[src/rtl/pipelined_addsub_if.sv]
// Operand/result bundle for pipelined_addsub: the producer offers operations on the
// in_* side, the consumer takes results and status flags on the out_* side.
interface pipelined_addsub_if #(
  parameter int WIDTH = 16
);
  logic             in_valid;
  logic             in_ready;
  logic             mode;
  logic [WIDTH-1:0] a;
  logic [WIDTH-1:0] b;
  logic             cin;
  logic             out_valid;
  logic             out_ready;
  logic [WIDTH-1:0] result;
  logic             cout;
  logic             zero;
  logic             negative;
  logic             overflow;

  modport master (
    output in_valid, mode, a, b, cin, out_ready,
    input  in_ready, out_valid, result, cout, zero, negative, overflow
  );

  modport slave (
    input  in_valid, mode, a, b, cin, out_ready,
    output in_ready, out_valid, result, cout, zero, negative, overflow
  );
endinterface

[src/rtl/pipelined_addsub.sv]
// Pipelined add/subtract: the carry or borrow ripples through one SLICE-wide chunk per
// stage, and a single global stall lets a full pipeline accept one operation per cycle.
module pipelined_addsub #(
  parameter int WIDTH = 16,
  parameter int SLICE = 4
) (
  input  logic              clk,
  input  logic              rst,
  pipelined_addsub_if.slave bus_io
);

  localparam int NSLICE = WIDTH / SLICE;

  if (SLICE < 1 || (WIDTH % SLICE) != 0) begin : g_bad_cfg
    $error("pipelined_addsub: WIDTH (%0d) must be a multiple of SLICE (%0d)", WIDTH, SLICE);
  end

  logic adv;
  logic out_valid_w;

  assign adv              = !out_valid_w || bus_io.out_ready;
  assign bus_io.in_ready  = adv;

  for (genvar gi = 0; gi < NSLICE; gi++) begin : g_stage
    // RW: operand bits still unconsumed entering this stage; OW: result bits known after it.
    localparam int RW = WIDTH - gi * SLICE;
    localparam int OW = (gi + 1) * SLICE;

    logic             vld_d;
    logic             mode_d;
    logic             cin_w;
    logic [RW-1:0]    a_d;
    logic [RW-1:0]    b_d;
    logic [SLICE:0]   sum_w;
    logic [SLICE:0]   dif_w;
    logic [SLICE-1:0] slice_w;
    logic             chain_d;
    logic [OW-1:0]    res_d;

    logic             vld_q;
    logic             chain_q;
    logic [OW-1:0]    res_q;

    if (gi == 0) begin : g_head
      assign vld_d  = bus_io.in_valid && adv;
      assign mode_d = bus_io.mode;
      assign cin_w  = bus_io.cin;
      assign a_d    = bus_io.a;
      assign b_d    = bus_io.b;
      assign res_d  = slice_w;
    end else begin : g_body
      assign vld_d  = g_stage[gi-1].vld_q;
      assign mode_d = g_stage[gi-1].g_fwd.mode_q;
      assign cin_w  = g_stage[gi-1].chain_q;
      assign a_d    = g_stage[gi-1].g_fwd.a_q;
      assign b_d    = g_stage[gi-1].g_fwd.b_q;
      assign res_d  = {slice_w, g_stage[gi-1].res_q};
    end

    // The top bit of the (SLICE+1)-bit difference is the true borrow, not an inverted carry.
    assign sum_w   = {1'b0, a_d[SLICE-1:0]} + {1'b0, b_d[SLICE-1:0]} + {{SLICE{1'b0}}, cin_w};
    assign dif_w   = {1'b0, a_d[SLICE-1:0]} - {1'b0, b_d[SLICE-1:0]} - {{SLICE{1'b0}}, cin_w};
    assign slice_w = mode_d ? dif_w[SLICE-1:0] : sum_w[SLICE-1:0];
    assign chain_d = mode_d ? dif_w[SLICE] : sum_w[SLICE];

    always_ff @(posedge clk or posedge rst) begin
      if (rst) begin
        vld_q   <= 1'b0;
        chain_q <= 1'b0;
        res_q   <= '0;
      end else if (adv) begin
        vld_q   <= vld_d;
        chain_q <= chain_d;
        res_q   <= res_d;
      end
    end

    if (gi < NSLICE - 1) begin : g_fwd
      logic             mode_q;
      logic [RW-SLICE-1:0] a_q;
      logic [RW-SLICE-1:0] b_q;

      always_ff @(posedge clk or posedge rst) begin
        if (rst) begin
          mode_q <= 1'b0;
          a_q    <= '0;
          b_q    <= '0;
        end else if (adv) begin
          mode_q <= mode_d;
          a_q    <= a_d[RW-1:SLICE];
          b_q    <= b_d[RW-1:SLICE];
        end
      end
    end else begin : g_tail
      logic a_msb;
      logic b_msb;
      logic zero_d;
      logic neg_d;
      logic ovf_d;
      logic zero_q;
      logic neg_q;
      logic ovf_q;

      // The last operand slice still carries both operand sign bits.
      assign a_msb  = a_d[RW-1];
      assign b_msb  = b_d[RW-1];
      assign zero_d = (res_d == '0);
      assign neg_d  = res_d[OW-1];
      assign ovf_d  = mode_d ? ((a_msb != b_msb) && (res_d[OW-1] != a_msb))
                             : ((a_msb == b_msb) && (res_d[OW-1] != a_msb));

      always_ff @(posedge clk or posedge rst) begin
        if (rst) begin
          zero_q <= 1'b0;
          neg_q  <= 1'b0;
          ovf_q  <= 1'b0;
        end else if (adv) begin
          zero_q <= zero_d;
          neg_q  <= neg_d;
          ovf_q  <= ovf_d;
        end
      end
    end
  end

  assign out_valid_w      = g_stage[NSLICE-1].vld_q;
  assign bus_io.out_valid = out_valid_w;
  assign bus_io.result    = g_stage[NSLICE-1].res_q;
  assign bus_io.cout      = g_stage[NSLICE-1].chain_q;
  assign bus_io.zero      = g_stage[NSLICE-1].g_tail.zero_q;
  assign bus_io.negative  = g_stage[NSLICE-1].g_tail.neg_q;
  assign bus_io.overflow  = g_stage[NSLICE-1].g_tail.ovf_q;

endmodule

[src/flat_wrapper.sv]
// flat-port wrapper written by rule: the top's interface ports become plain ports
module pipelined_addsub_flat 
#(
  parameter int WIDTH = 16,
  parameter int SLICE = 4
)
  (clk, rst, bus_io_in_valid, bus_io_mode, bus_io_a, bus_io_b, bus_io_cin, bus_io_out_ready, bus_io_in_ready, bus_io_out_valid, bus_io_result, bus_io_cout, bus_io_zero, bus_io_negative, bus_io_overflow);
  pipelined_addsub_if #(.WIDTH(WIDTH)) bus_io_i ();
  input  logic clk;
  input  logic rst;
  input wire logic [$bits(bus_io_i.in_valid)-1:0] bus_io_in_valid;
  input wire logic [$bits(bus_io_i.mode)-1:0] bus_io_mode;
  input wire logic [$bits(bus_io_i.a)-1:0] bus_io_a;
  input wire logic [$bits(bus_io_i.b)-1:0] bus_io_b;
  input wire logic [$bits(bus_io_i.cin)-1:0] bus_io_cin;
  input wire logic [$bits(bus_io_i.out_ready)-1:0] bus_io_out_ready;
  output wire logic [$bits(bus_io_i.in_ready)-1:0] bus_io_in_ready;
  output wire logic [$bits(bus_io_i.out_valid)-1:0] bus_io_out_valid;
  output wire logic [$bits(bus_io_i.result)-1:0] bus_io_result;
  output wire logic [$bits(bus_io_i.cout)-1:0] bus_io_cout;
  output wire logic [$bits(bus_io_i.zero)-1:0] bus_io_zero;
  output wire logic [$bits(bus_io_i.negative)-1:0] bus_io_negative;
  output wire logic [$bits(bus_io_i.overflow)-1:0] bus_io_overflow;
  assign bus_io_i.in_valid = bus_io_in_valid;
  assign bus_io_i.mode = bus_io_mode;
  assign bus_io_i.a = bus_io_a;
  assign bus_io_i.b = bus_io_b;
  assign bus_io_i.cin = bus_io_cin;
  assign bus_io_i.out_ready = bus_io_out_ready;
  assign bus_io_in_ready = bus_io_i.in_ready;
  assign bus_io_out_valid = bus_io_i.out_valid;
  assign bus_io_result = bus_io_i.result;
  assign bus_io_cout = bus_io_i.cout;
  assign bus_io_zero = bus_io_i.zero;
  assign bus_io_negative = bus_io_i.negative;
  assign bus_io_overflow = bus_io_i.overflow;
  pipelined_addsub #(.WIDTH(WIDTH), .SLICE(SLICE)) u_core (.clk(clk), .rst(rst), .bus_io(bus_io_i));
endmodule
[config.mk]
export PLATFORM = sky130hd
export DESIGN_NAME = pipelined_addsub_flat
export DESIGN_NICKNAME = d
export VERILOG_FILES = /design/src/rtl/pipelined_addsub_if.sv /design/src/rtl/pipelined_addsub.sv /design/src/flat_wrapper.sv
export SDC_FILE = /design/constraint.sdc
export NUM_CORES = 1
export LEC_CHECK = 0
export CAP_MARGIN = 20
export CORE_UTILIZATION = 60
export DETAILED_ROUTE_END_ITERATION = 10
export PLACE_DENSITY_LB_ADDON = 0.25
export RECOVER_POWER = 50
export SETUP_SLACK_MARGIN = 0.4
export SLEW_MARGIN = 5
export SYNTH_ARGS = -nofsm -noshare
export SYNTH_HDL_FRONTEND = slang
export SYNTH_SLANG_ARGS = --single-unit
[constraint.sdc]
create_clock -name clk -period 9.6 [get_ports clk]
set_input_delay 1.92 -clock clk [delete_from_list [all_inputs] [get_ports clk]]
set_output_delay 1.92 -clock clk [all_outputs]
set_load 0.05 [all_outputs]
==> qor.json <==
{
  "setup_path": {
    "critical_path_capture_point_type": "output port",
    "reg_to_reg_end": "u_core.g_stage[2].chain_q",
    "critPathKind": "input pin to output port",
    "cp.required_ns": 7.68,
    "crit_fanout": 80,
    "critical_path_startpoint_category": "input pin",
    "cpLargestDelayFamily": "buffers and inverters",
    "crit_buf_inv": 4,
    "path_cells": "dlygate4sd3_1, nor2b_4, buf_4, clkinvlp_2, clkdlybuf4s50_1",
    "crit_arrival_ns": 4.25,
    "reg2regPathDepth": 7,
    "r2r_start": "u_core.bus_io.out_valid",
    "max_stage_delay_ns": 0.75,
    "reg2reg_setup_slack_ns": 7.01,
    "timing.critical_path.slowest_stage_cell": "clkdlybuf4s50_1"
  },
  "synthesis": {
    "syn-num-nets": 678,
    "syn_avg_cell_area_sq_um": 9.02,
    "yosysMostFrequentCell": "nand2_1",
    "mappedNetlistArea_sq_um": 5300,
    "synthesis.instances": 588,
    "postSynth.topFlopCell": "dfrtp_1",
    "synth_warnings": 0,
    "top_cell_type_s_share_of_synthesized_area_pct": 47.7,
    "synthDistinctLibCells": 37,
    "synth-edff-count": 0,
    "synth-seq-area-share_pct": 47.7,
    "yosys-top-cells-count": "nand2_1, dfrtp_1, inv_1",
    "synth.top_cells.by_area": "dfrtp_1, nand2_1, ha_1, fa_1, inv_1",
    "yosysTopAreaCell": "dfrtp_1",
    "postSynth.asyncResetShare_pct": 100,
    "synth-seq-cells": 101
  },
  "timing": {
    "rsz0062_at_grt": "no",
    "tightest_slew_ns": 3.17,
    "period_share_pct": 64.3,
    "final.min_clock_period_ns": 6.17,
    "drv_slew": 104,
    "finalHoldViolations": 0,
    "maxClockFrequency_ghz": 0.162,
    "final.setup.tns_ns": 0,
    "final-setup-viol-count": 0,
    "skew_final_ns": 0.0138,
    "timing.slew.headroom_pct": -111
  },
  "min_path": {
    "timing.hold.worst.start": "u_core.g_stage[1].res_q[0]",
    "hold_path.class": "register to register",
    "endpoint_with_the_worst_hold_slack": "u_core.g_stage[2].res_q[0]",
    "hold_depth": 2
  },
  "place": {
    "replace_congestion": 0.878,
    "place.port_buffers": 59,
    "placed_cells_incl_taps": 727,
    "detailed_place_hpwl_um": 6520
  },
  "final_layout": {
    "fillers": 628,
    "area_growth_syn_to_fin_pct": 16.1,
    "drive_gt1_share_pct": 3.45,
    "multi_input_comb_area_sq_um": 2460,
    "number_of_standard_cells_in_the_layout_taps_in_and_fillers_out": 743,
    "antenna_cells": 0,
    "design.final.nets": 724,
    "ff_latch_area_sq_um": 2530
  },
  "floorplan": {
    "io_pins": 60,
    "die_x_um": 96.0,
    "floorplan.rows": 33,
    "die-height_um": 96.0,
    "core_area_sq_um": 8380,
    "floorplan.die_area_sq_um": 9220,
    "starting_density_of_the_core_pct": 63.2
  },
  "outcome": {
    "status": "finished, violations left",
    "violations": "capacitance limit, slew limit"
  },
  "clock_network": {
    "numClockSinks": 101,
    "post_cts.resized_instances": 0,
    "clock_latency_ns": 0.35,
    "cts.path.max_buffers": 2,
    "post_cts_buffers": 0,
    "clk_pin_slew_worst_paths_ns": 0.10,
    "clock-root-buffer": "clkbuf_8",
    "postCtsHoldBufs": 0,
    "numCtsBuffers": 9,
    "htree_num_levels": 3,
    "cts_tree": "yes"
  },
  "detailed_routing": {
    "drt_first_pass_iters": 4,
    "drtIter0Drc": 156,
    "vias_per_cell": 5.27,
    "ant_nets": 0,
    "wire_per_inst_um": 12.9,
    "drt-total-wl_um": 9590,
    "via_count": 3913,
    "detail_route.drc_violations": 0
  },
  "pwr": {
    "peakVddDrop_mv": 0.127,
    "power-per-cell-area_nw_per_um2": 351,
    "total_leakage_power_uw": 0.00307,
    "total_power_uw": 2160
  },
  "job": {
    "drv.max_cap_violation_count": 2
  },
  "global_route": {
    "grt_first_pass_wirelength_um": 16600,
    "antenna_found_initial": 0,
    "grt_start_max_net_pins": 123,
    "grt-ovfl-total": 0,
    "number_of_global_route_vias_before_repair": 3847,
    "grt_util_all_layers_pct": 23.2
  }
}
flip-flops by register name, indices dropped and copies added (netlist names):
signal / flops
u_core.g_stage.g_fwd.a_q: 24
u_core.g_stage.g_fwd.b_q: 24
u_core.g_stage.res_q: 24
u_core.bus_io.result: 15
u_core.g_stage.chain_q: 3
u_core.g_stage.g_fwd.mode_q: 3
u_core.g_stage.vld_q: 3
u_core.bus_io.cout: 1
u_core.bus_io.negative: 1
u_core.bus_io.out_valid: 1
u_core.bus_io.overflow: 1
u_core.bus_io.zero: 1
how the worst max path moves through the flow:
stage	end	startpoint	depth (start not counted)	slack, ns
after floorplan	bus_io_in_ready	bus_io_out_ready	5	5.02
after global placement	bus_io_in_ready	bus_io_out_ready	5	3.71
after detailed placement	bus_io_in_ready	bus_io_out_ready	5	3.69
after CTS	bus_io_in_ready	bus_io_out_ready	5	3.69
after global routing	u_core.g_stage[2].res_q[3]	rst	3	2.56
final	bus_io_in_ready	bus_io_out_ready	5	3.43
area by class of cell:
| cell class | instances | share of cell area, % |
|---|---|---|
| Clock buffer | 10 | 2.07 |
| Tap cell | 105 | 2.13 |
| Multi-Input combinational cell | 408 | 39.9 |
| Sequential cell | 101 | 41.0 |
| Inverter | 51 | 3.15 |
| Clock inverter | 5 | 1.38 |
| Timing Repair Buffer | 63 | 10.3 |
cells in the final DEF (no fill, tap or decap), types with 5 or more instances in the layout:
master             n
dlygate4sd3_1      5
clkdlybuf4s50_1   54
inv_1             49
ha_1              36
o21ai_0           34
clkbuf_8           9
xnor2_1           19
nor2_1            16
o22ai_1            5
nand2_1          219
a21oi_1           22
fa_1              16
dfrtp_1          101
metrics by stage:
step / hold slack (ns) / util (%) / worst slack [ns] / area (sq um)
after global routing: 0.499 / 73.5 / 2.56 / 6160
after CTS: 0.471 / 73.2 / 3.69 / 6140
final: 0.472 / 73.5 / 3.43 / 6160
after detailed placement: 0.455 / 70.7 / 3.69 / 5930
after floorplan: 0.430 / - / 5.02 / 5300
after global placement: 0.446 / 70.7 / 3.71 / 5930
worst register-to-register path: cells and delay by family (launching register included):
family                 cells  cell delay (ns)
buffers and inverters      4             1.65
flip-flops                 1             0.36
AO/OA/AOI/OAI              2             0.36
AND/OR/NAND/NOR            1             0.13
where the power goes:
part           total, uW  switching [uW]  internal (uW)
clock network        290             143            147
logic               1120             659            460
registers            750             140            610
cell families (layout without fill, tap and decap cells):
group / Yosys count / in the layout / share of synthesized area [%]
XOR/XNOR: 22 / 22 / 3.63
AND/OR/NAND/NOR: 252 / 252 / 18.8
multiplexers: 6 / 6 / 1.18
AO/OA/AOI/OAI: 76 / 76 / 8.12
flip-flops: 101 / 101 / 47.7
buffers and inverters: 79 / 129 / 6.09
adder cells (fa/ha/maj): 52 / 52 / 14.5
layer usage:
metal	vias up	track usage, %	part of all wire (%)	wire, um
met4	0	6.59	1.2	119
met5	-	0	0	0
met3	10	3.79	3.3	316
met2	67	42.1	51	4930
met1	1900	28.5	44	4220
li1	1936	-	-	-
(Power assumes the default switching activity.)
